===== src/rtl/dmem_arbiter_pkg.sv =====
// Shared definitions for the data-memory arbiter: state encoding, parameter defaults
// and small address helpers used by the arbiter and its starvation counter.
package dmem_arbiter_pkg;

  localparam int DEF_ADDR_W     = 8;
  localparam int DEF_STARVE_MAX = 4;
  localparam int CNT_W          = 3;

  typedef enum logic {
    ARB       = 1'b0,
    FORCE_DBG = 1'b1
  } arb_state_e;

  function automatic logic is_misaligned(input logic [1:0] byte_lsb);
    return byte_lsb != 2'b00;
  endfunction

endpackage


===== src/rtl/dmem_arbiter_if.sv =====
// CPU, debug-readout and memory-side signals of the arbiter in one bundle.
// slave = arbiter view, master = the surrounding CPU/readout/memory environment.
interface dmem_arbiter_if #(
  parameter int ADDR_W = dmem_arbiter_pkg::DEF_ADDR_W
);

  logic              cpu_req;
  logic              cpu_we;
  logic [31:0]       cpu_addr;
  logic [31:0]       cpu_wdata;
  logic              cpu_gnt;
  logic              cpu_rvalid;
  logic [31:0]       cpu_rdata;

  logic              dbg_req;
  logic [31:0]       dbg_addr;
  logic              dbg_gnt;
  logic              dbg_rvalid;
  logic [31:0]       dbg_rdata;

  logic              mem_en;
  logic              mem_we;
  logic [ADDR_W-1:0] mem_addr;
  logic [31:0]       mem_wdata;
  logic [31:0]       mem_rdata;

  logic              misalign_err;

  modport slave (
    input  cpu_req, cpu_we, cpu_addr, cpu_wdata,
    output cpu_gnt, cpu_rvalid, cpu_rdata,
    input  dbg_req, dbg_addr,
    output dbg_gnt, dbg_rvalid, dbg_rdata,
    output mem_en, mem_we, mem_addr, mem_wdata,
    input  mem_rdata,
    output misalign_err
  );

  modport master (
    output cpu_req, cpu_we, cpu_addr, cpu_wdata,
    input  cpu_gnt, cpu_rvalid, cpu_rdata,
    output dbg_req, dbg_addr,
    input  dbg_gnt, dbg_rvalid, dbg_rdata,
    input  mem_en, mem_we, mem_addr, mem_wdata,
    output mem_rdata,
    input  misalign_err
  );

endinterface


===== src/rtl/dmem_arbiter_starve_counter.sv =====
// Saturating count of consecutive cycles the debug port asked and was refused.
// Cleared by a debug grant; one-cycle update, no backpressure.
module starve_counter
  import dmem_arbiter_pkg::*;
(
  input  logic             clock,
  input  logic             reset,
  input  logic             i_inc,
  input  logic             i_clr,
  output logic [CNT_W-1:0] o_count
);

  logic [CNT_W-1:0] r_count;

  always_ff @(posedge clock) begin
    if (reset) begin
      r_count <= '0;
    end else if (i_clr) begin
      r_count <= '0;
    end else if (i_inc && (r_count != '1)) begin
      r_count <= r_count + 1'b1;
    end
  end

  assign o_count = r_count;

endmodule


===== src/rtl/dmem_arbiter.sv =====
// Two-port data-memory arbiter: CPU has priority, debug readout is forced through after
// STARVE_MAX refusals. Grants are combinational, read data returns exactly one cycle later.
module dmem_arbiter
  import dmem_arbiter_pkg::*;
#(
  parameter int ADDR_W     = DEF_ADDR_W,
  parameter int STARVE_MAX = DEF_STARVE_MAX
) (
  input  logic           clock,
  input  logic           reset,
  dmem_arbiter_if.slave  bus
);

  localparam logic [CNT_W-1:0] LIMIT = CNT_W'(STARVE_MAX - 1);

  arb_state_e       r_state;
  arb_state_e       w_next;
  logic [CNT_W-1:0] w_cnt;
  logic             w_cpu_gnt;
  logic             w_dbg_gnt;
  logic             w_dbg_denied;

  logic [31:0]      w_addr;
  logic             w_any_gnt;
  logic             w_mis;

  logic             r_cpu_rvalid;
  logic             r_cpu_zero;
  logic [31:0]      r_cpu_hold;
  logic             r_dbg_rvalid;
  logic             r_dbg_zero;
  logic [31:0]      r_dbg_hold;
  logic             r_misalign;
  logic [31:0]      w_cpu_rdata;
  logic [31:0]      w_dbg_rdata;

  assign w_dbg_denied = bus.dbg_req && !w_dbg_gnt;

  starve_counter u_starve (
    .clock   (clock),
    .reset   (reset),
    .i_inc   (w_dbg_denied),
    .i_clr   (w_dbg_gnt),
    .o_count (w_cnt)
  );

  always_ff @(posedge clock) begin
    if (reset) begin
      r_state <= ARB;
    end else begin
      r_state <= w_next;
    end
  end

  // >= rather than == so a count left above the limit (debug withdrew while forced) still escalates.
  always_comb begin
    w_next = ARB;
    if ((r_state == ARB) && w_dbg_denied && (w_cnt >= LIMIT)) begin
      w_next = FORCE_DBG;
    end
  end

  always_comb begin
    w_cpu_gnt = 1'b0;
    w_dbg_gnt = 1'b0;
    if (!reset) begin
      case (r_state)
        ARB: begin
          if (bus.cpu_req) begin
            w_cpu_gnt = 1'b1;
          end else if (bus.dbg_req) begin
            w_dbg_gnt = 1'b1;
          end
        end
        FORCE_DBG: begin
          if (bus.dbg_req) begin
            w_dbg_gnt = 1'b1;
          end else if (bus.cpu_req) begin
            w_cpu_gnt = 1'b1;
          end
        end
        default: begin
          w_cpu_gnt = 1'b0;
          w_dbg_gnt = 1'b0;
        end
      endcase
    end
  end

  assign w_addr    = w_dbg_gnt ? bus.dbg_addr : bus.cpu_addr;
  assign w_any_gnt = w_cpu_gnt || w_dbg_gnt;
  assign w_mis     = w_any_gnt && is_misaligned(w_addr[1:0]);

  assign bus.cpu_gnt   = w_cpu_gnt;
  assign bus.dbg_gnt   = w_dbg_gnt;
  assign bus.mem_en    = w_any_gnt && !w_mis;
  assign bus.mem_we    = w_cpu_gnt && bus.cpu_we && !w_mis;
  assign bus.mem_addr  = reset ? '0 : w_addr[ADDR_W+1:2];
  assign bus.mem_wdata = reset ? '0 : bus.cpu_wdata;

  // A misaligned read still completes, with zero data instead of memory contents.
  assign w_cpu_rdata = r_cpu_rvalid ? (r_cpu_zero ? 32'd0 : bus.mem_rdata) : r_cpu_hold;
  assign w_dbg_rdata = r_dbg_rvalid ? (r_dbg_zero ? 32'd0 : bus.mem_rdata) : r_dbg_hold;

  always_ff @(posedge clock) begin
    if (reset) begin
      r_cpu_rvalid <= 1'b0;
      r_cpu_zero   <= 1'b0;
      r_cpu_hold   <= '0;
      r_dbg_rvalid <= 1'b0;
      r_dbg_zero   <= 1'b0;
      r_dbg_hold   <= '0;
      r_misalign   <= 1'b0;
    end else begin
      r_cpu_rvalid <= w_cpu_gnt && !bus.cpu_we;
      r_cpu_zero   <= w_mis;
      r_dbg_rvalid <= w_dbg_gnt;
      r_dbg_zero   <= w_mis;
      if (r_cpu_rvalid) begin
        r_cpu_hold <= w_cpu_rdata;
      end
      if (r_dbg_rvalid) begin
        r_dbg_hold <= w_dbg_rdata;
      end
      r_misalign <= r_misalign || w_mis;
    end
  end

  // Reset masks the registered outputs immediately, which also kills an in-flight rvalid.
  assign bus.cpu_rvalid   = r_cpu_rvalid && !reset;
  assign bus.cpu_rdata    = reset ? '0 : w_cpu_rdata;
  assign bus.dbg_rvalid   = r_dbg_rvalid && !reset;
  assign bus.dbg_rdata    = reset ? '0 : w_dbg_rdata;
  assign bus.misalign_err = r_misalign && !reset;

endmodule


===== src/flat_wrapper.sv =====
// flat-port wrapper written by rule: the top's interface ports become plain ports
module dmem_arbiter_flat import dmem_arbiter_pkg::*;
#(
  parameter int ADDR_W     = DEF_ADDR_W,
  parameter int STARVE_MAX = DEF_STARVE_MAX
)
  (clock, reset, bus_cpu_req, bus_cpu_we, bus_cpu_addr, bus_cpu_wdata, bus_cpu_gnt, bus_cpu_rvalid, bus_cpu_rdata, bus_dbg_req, bus_dbg_addr, bus_dbg_gnt, bus_dbg_rvalid, bus_dbg_rdata, bus_mem_en, bus_mem_we, bus_mem_addr, bus_mem_wdata, bus_mem_rdata, bus_misalign_err);
  dmem_arbiter_if #(.ADDR_W(ADDR_W)) bus_i ();
  input  logic clock;
  input  logic reset;
  input wire logic [$bits(bus_i.cpu_req)-1:0] bus_cpu_req;
  input wire logic [$bits(bus_i.cpu_we)-1:0] bus_cpu_we;
  input wire logic [$bits(bus_i.cpu_addr)-1:0] bus_cpu_addr;
  input wire logic [$bits(bus_i.cpu_wdata)-1:0] bus_cpu_wdata;
  output wire logic [$bits(bus_i.cpu_gnt)-1:0] bus_cpu_gnt;
  output wire logic [$bits(bus_i.cpu_rvalid)-1:0] bus_cpu_rvalid;
  output wire logic [$bits(bus_i.cpu_rdata)-1:0] bus_cpu_rdata;
  input wire logic [$bits(bus_i.dbg_req)-1:0] bus_dbg_req;
  input wire logic [$bits(bus_i.dbg_addr)-1:0] bus_dbg_addr;
  output wire logic [$bits(bus_i.dbg_gnt)-1:0] bus_dbg_gnt;
  output wire logic [$bits(bus_i.dbg_rvalid)-1:0] bus_dbg_rvalid;
  output wire logic [$bits(bus_i.dbg_rdata)-1:0] bus_dbg_rdata;
  output wire logic [$bits(bus_i.mem_en)-1:0] bus_mem_en;
  output wire logic [$bits(bus_i.mem_we)-1:0] bus_mem_we;
  output wire logic [$bits(bus_i.mem_addr)-1:0] bus_mem_addr;
  output wire logic [$bits(bus_i.mem_wdata)-1:0] bus_mem_wdata;
  input wire logic [$bits(bus_i.mem_rdata)-1:0] bus_mem_rdata;
  output wire logic [$bits(bus_i.misalign_err)-1:0] bus_misalign_err;
  assign bus_i.cpu_req = bus_cpu_req;
  assign bus_i.cpu_we = bus_cpu_we;
  assign bus_i.cpu_addr = bus_cpu_addr;
  assign bus_i.cpu_wdata = bus_cpu_wdata;
  assign bus_cpu_gnt = bus_i.cpu_gnt;
  assign bus_cpu_rvalid = bus_i.cpu_rvalid;
  assign bus_cpu_rdata = bus_i.cpu_rdata;
  assign bus_i.dbg_req = bus_dbg_req;
  assign bus_i.dbg_addr = bus_dbg_addr;
  assign bus_dbg_gnt = bus_i.dbg_gnt;
  assign bus_dbg_rvalid = bus_i.dbg_rvalid;
  assign bus_dbg_rdata = bus_i.dbg_rdata;
  assign bus_mem_en = bus_i.mem_en;
  assign bus_mem_we = bus_i.mem_we;
  assign bus_mem_addr = bus_i.mem_addr;
  assign bus_mem_wdata = bus_i.mem_wdata;
  assign bus_i.mem_rdata = bus_mem_rdata;
  assign bus_misalign_err = bus_i.misalign_err;
  dmem_arbiter #(.ADDR_W(ADDR_W), .STARVE_MAX(STARVE_MAX)) u_core (.clock(clock), .reset(reset), .bus(bus_i));
endmodule

===== config.mk =====
export PLATFORM = sky130hd
export DESIGN_NAME = dmem_arbiter_flat
export DESIGN_NICKNAME = d
export VERILOG_FILES = /design/src/rtl/dmem_arbiter_pkg.sv /design/src/rtl/dmem_arbiter_if.sv /design/src/rtl/dmem_arbiter_starve_counter.sv /design/src/rtl/dmem_arbiter.sv /design/src/flat_wrapper.sv
export SDC_FILE = /design/constraint.sdc
export NUM_CORES = 1
export LEC_CHECK = 0
export CAP_MARGIN = 20
export CORE_UTILIZATION = 30
export CTS_CLUSTER_DIAMETER = 120
export DETAILED_ROUTE_END_ITERATION = 16
export DONT_BUFFER_PORTS = 1
export SYNTH_ARGS = -nofsm -noshare
export SYNTH_HDL_FRONTEND = slang
export SYNTH_SLANG_ARGS = --single-unit
export TNS_END_PERCENT = 50

===== constraint.sdc =====
create_clock -name clock -period 4.3 [get_ports clock]
set_clock_uncertainty 0.05 [all_clocks]
set_input_delay 0.86 -clock clock [delete_from_list [all_inputs] [get_ports clock]]
set_output_delay 0.86 -clock clock [all_outputs]
set_load 0.01 [all_outputs]

=== Word-level counts from Yosys, hierarchy flattened ===
Cells that the tools add are included.
Widths: inputs -> output; s select.

* Output and inout bits: 111
* Bits in registers: 72

* Mux-type cells: 17
* Reduce and logical (&&, ||, !) cells: 20
* Eq/ne operators: 1
* Bitwise operators: 1
* Add/sub/neg operators: 1
* Order comparisons: 1

{| class="wikitable"
|+ Operator list
! cell !! number
|-
| $mux 32 || 6
|-
| $logic_and 1x1->1 || 12
|-
| $mux 10 || 1
|-
| $mux 8 || 1
|-
| $mux 1 || 7
|-
| $logic_not 1->1 || 4
|-
| $pmux 1 s2 || 2
|-
| $add 3x1->3 const B || 1
|-
| $ge 3x2->1 const B || 1
|-
| $ne 3x3->1 const B || 1
|-
| $logic_or 1x1->1 || 2
|-
| $reduce_bool 2->1 || 1
|-
| $reduce_or 2->1 || 1
|-
| $not 1->1 || 1
|}

=== Longest topological paths before layout ===
* Depth in word-level cells: 9
* Depth in mapped cells: 5

=== Cells and area by module ===
Synthesis repeated with hierarchy kept, for this count alone.

* Cell total of the unflattened synthesis: 408
* Area, all modules: 3563.4 µm²

{| class="wikitable"
|+ By module, submodules not included
! module !! times used !! cells an instance !! area an instance (µm²) !! sequential area each (µm²)
|-
| dmem_arbiter || 1 || 396 || 3420.8 || 1381.3
|-
| starve_counter || 1 || 12 || 142.6 || 60.1
|}

=== Worst setup path before layout ===
Ideal clock, no wire load.

* Kind: input port to output port
* From: input reset
* To: output bus_mem_addr[0]
* Data arrival time: 1.558 ns
* Data required time: 3.390 ns
* Buffers on the path: 1
* Stages: 5
* Slack: 1.832 ns
* Cell sequence: buf_6 > nand2b_1 > nand2b_4 > inv_4 > a22o_1

* Word-level cells in the longest chain between the ends: 3

{| class="wikitable"
|+ Ends and longest elaborated chain
! element !! RTL line !! RTL
|-
| from (decl) || flat_wrapper.sv:10 || <nowiki>input logic reset;</nowiki>
|-
| $mux 1 || dmem_arbiter.sv:66 || <nowiki>if (!reset) begin</nowiki>
|-
| net bus_dbg_gnt || flat_wrapper.sv:20 || <nowiki>output wire logic [$bits(bus_i.dbg_gnt)-1:0] bus_dbg_gnt;</nowiki>
|-
| $mux 10 || dmem_arbiter.sv:90 || <nowiki>assign w_addr = w_dbg_gnt ? bus.dbg_addr : bus.cpu_addr;</nowiki>
|-
| $mux 8 || dmem_arbiter.sv:98 || <nowiki>assign bus.mem_addr = reset ? '0 : w_addr[ADDR_W+1:2];</nowiki>
|-
| to (decl) || flat_wrapper.sv:25 || <nowiki>output wire logic [$bits(bus_i.mem_addr)-1:0] bus_mem_addr;</nowiki>
|}

The timed path passes the listed nets, and every way through them passes these cells.

=== Final worst setup path ===
* From: register u_core.r_dbg_zero
* To: output bus_dbg_rdata[15]

* Word-level cells in the longest chain between the ends: 3

{| class="wikitable"
|+ Ends and longest elaborated chain
! element !! RTL line !! RTL
|-
| from (decl) || dmem_arbiter.sv:31 || <nowiki>logic r_dbg_zero;</nowiki>
|-
| from (signal assigned) || dmem_arbiter.sv:118 || <nowiki>r_dbg_zero <= w_mis;</nowiki>
|-
| $mux 32 || n/a ||
|-
| $mux 32 || dmem_arbiter.sv:103 || <nowiki>assign w_dbg_rdata = r_dbg_rvalid ? (r_dbg_zero ? 32'd0 : bus.mem_rdata) : r_dbg_hold;</nowiki>
|-
| $mux 32 || dmem_arbiter.sv:133 || <nowiki>assign bus.dbg_rdata = reset ? '0 : w_dbg_rdata;</nowiki>
|-
| to (decl) || flat_wrapper.sv:22 || <nowiki>output wire logic [$bits(bus_i.dbg_rdata)-1:0] bus_dbg_rdata;</nowiki>
|}

Every way passes these cells.

==> metrics <==
Iteration-0 DRC Markers 125; Yosys cell types 30; leading area contributor after synthesis dfxtp_1; drt total wl 8.081 mm; Syn. warnings 0; synthesized flop and latch total 72; Post-CTS Hold Buffers 0; Residual DRC 0; FILL cells 1208; Multi-input gate area 0.001853 mm^2; Sw Pwr 0.0003730 W; total core area 0.01137 mm^2; clk slew on worst S/H paths 0.05 ns; GRT overflow 0; met1 Usage GRT 0.1418; post-synthesis sequential area ratio 0.4133; Vias/cell 4.841; Final GP Congestion 0.8288; P_leak 1.497 nW; CTS tree built; Tightest Hold Check Type reg2reg; Rel. slew slack 0.6004; pwr/cell area 419.3 mW/mm^2; Rows 39; area grow syn2layout 11.37%; Cells after DPL 522; internal cell power 0.001255 W; Post-Layout Cell Count 541; CP Launch Type flip-flop; GRT Util Overall 0.1258; period utilisation layout 0.6000; hold-critical path depth 2; final hold viol count 0; status finished, final reports clean; Worst Path Required 3.39 ns; R2R setup slack 2.78 ns; critical path, cell by cell buf_8 -> nor2b_1 -> mux2i_1 -> nor2_1; storage element area 0.001444 mm^2; worst hold path endpoint u_core.r_cpu_hold[12]; Max Cap Viol 0; full die area 0.01206 mm^2; Hold Startpoint u_core.r_cpu_hold[12]; combinational fraction of design power 0.093; die width 109.8 um; total negative slack 0 ns; RSZ-0062 raised after global routing false; post-synth top area share 0.4133; port bufs 0; CTS Buf Count 9; pin count of the biggest net entering global routing 170; Setup Fix Bufs, Post-CTS 0; Mapped Nets 544; Post-DRT Antenna Nets 0; Avg Synthesized Cell Area 8.547 um^2; CTS max path bufs 2; IO Pins 244; antenna violations before repair 1; Post-synth EDFFs 0; GR Util met2 0.2098; Cell Area, Synth 0.003487 mm^2; clock sink total 72; ys flop type dfxtp_1; R2R depth 5; H-tree Lvls 3; initial core utilization 0.3067; Max Slew Vio Count 0; Sw Ratio 0.2290; routed vias 2619; Synth area leaders dfxtp_1 (41%), mux2i_1 (18%), nor2_1 (14%); Worst-Skew Late Latency 0.32 ns; WS Path Type reg2out; CP peak stage delay 0.69 ns; R2R Path Start u_core.u_starve.o_count[0]; CTS resizes 0; Fmax achieved 387.6 MHz; # setup viols final 0; share of power burned in registers 0.432; HPWL after DPL 5.731 mm; fin nets 529; worst slew pin tran 0.5985 ns; Worst setup EP type primary output; Async SR Flop Fraction 0; Max FO, Critical Path 14; Routed wire per std cell 14.94 um; Hold WS 0.4348 ns; # diodes 0; reg2reg end u_core.u_starve.o_count[0]; Worst Path Arrival 1.67 ns; GRT Max-Usage Layer met2; post-layout min period 2.580 ns; DRT Pass-1 Iters 4; Syn Inst Count 408; vias in the first global route 2151; Die Y 109.8 um; clock power share 0.475; CP max stage cell dfxtp_1; first-pass GRT wire length 11.23 mm; layout cell share with drive strength beyond 1 0.06533; IR drop worst, VDD 0.0002481 V; Global Route met3 Usage 0.04979; clock root buffer clkbuf_16
area by class of cell:
class                   count  area share
inverters                   6    0.006443
multi-input cells         300      0.4771
well taps                 143     0.04607
flip-flops and latches     72      0.3718
clock buffers              10     0.05896
repair buffers              4     0.01804
clock inverters             6     0.02159
worst max path at each step:
| stage | from | endpoint | slack [ns] | cells past startpoint |
|---|---|---|---|---|
| finish | u_core.r_dbg_zero | bus_dbg_rdata[15] | 1.72 | 4 |
| CTS | u_core.r_dbg_zero | bus_cpu_rdata[8] | 1.23 | 4 |
| detailed placement | u_core.r_dbg_zero | bus_cpu_rdata[8] | 1.60 | 4 |
| global placement | u_core.r_dbg_zero | bus_cpu_rdata[8] | 1.64 | 4 |
| floorplan | reset | bus_mem_addr[0] | 1.83 | 5 |
| global route | u_core.r_dbg_zero | bus_cpu_rdata[8] | 1.57 | 4 |
cells in the final DEF, fill, tap and decap left out, types with 2 or more instances in the layout:
master | Yosys | layout
dfxtp_1 | 72 | 70
inv_1 | 5 | 5
ha_1 | 3 | 3
mux2i_1 | 64 | 64
a22o_1 | 8 | 8
bufinv_16 | 0 | 2
clkbuf_16 | 0 | 9
clkinv_2 | 0 | 3
dfxtp_2 | 0 | 2
nor2_1 | 131 | 131
nand3b_1 | 2 | 2
nand2b_4 | 2 | 2
nand2_1 | 4 | 4
nand2b_1 | 3 | 3
nor2b_1 | 68 | 68
a21oi_1 | 2 | 2
registers in the layout (all words and copies together), names as in the netlist:
register / cells
u_core.r_misalign: 1
u_core.r_dbg_rvalid: 1
u_core.r_state: 1
u_core.r_cpu_rvalid: 1
u_core.u_starve.o_count: 3
u_core.r_dbg_zero: 1
u_core.r_dbg_hold: 32
u_core.r_cpu_hold: 32
cell usage after synthesis (2+ instances only):
| cell type | number |
|---|---|
| nand2b_4 | 2 |
| ha_1 | 3 |
| mux2i_1 | 64 |
| inv_1 | 5 |
| a22o_1 | 8 |
| dfxtp_1 | 72 |
| a21oi_1 | 2 |
| nor2_1 | 131 |
| buf_2 | 11 |
| nand3b_1 | 2 |
| buf_4 | 7 |
| nand2b_1 | 3 |
| nor2b_1 | 68 |
| nand2_1 | 4 |
| clkbuf_1 | 10 |
| buf_6 | 2 |
metal layers:
| metal | share of wire | vias to the layer above |
|---|---|---|
| met1 | 0.42 | 1213 |
| met4 | 0.016 | 0 |
| li1 | - | 1278 |
| met2 | 0.49 | 116 |
| met5 | 0 | - |
| met3 | 0.072 | 12 |
worst max-delay path: cells and delay by family (launching register included):
family        cells  cell delay [ns]
flops             1             0.69
mux               1             0.21
simple gates      2             0.20
buf+inv           1             0.24
power groups by stage:
stage	sequential, W	clock [W]	combinational, W
floorplan	0.000708	0	0.000157
detailed placement	0.000729	0	0.000138
finish	0.000704	0.000773	0.000151
global route	0.000707	0.000830	0.000167
global placement	0.000728	0	0.000136
CTS	0.000715	0.000803	0.000138
stage by stage:
step	cell area, um^2	power (W)	utilization	setup WS [ns]
2_1_floorplan	3487	0.0008645	-	1.832
3_3_place_gp	3508	0.0008640	0.3086	1.644
3_5_place_dp	3508	0.0008675	0.3086	1.595
4_1_cts	3821	0.001657	0.3361	1.231
5_1_grt	3884	0.001704	0.3416	1.567
6_report	3884	0.001628	0.3416	1.720
logic make-up (layout without fill, tap and decap cells):
kind of cell | after synthesis | after routing | synth area share
XOR/XNOR | 1 | 1 | 0.002512
adder cells (fa/ha/maj) | 3 | 3 | 0.01077
buffers and inverters | 36 | 26 | 0.05526
AND/OR/NAND/NOR | 213 | 213 | 0.2917
flip-flops | 72 | 72 | 0.4133
AO/OA/AOI/OAI | 19 | 19 | 0.04270
multiplexers | 64 | 64 | 0.1837
Note: power is estimated with default switching activity, not from simulation.
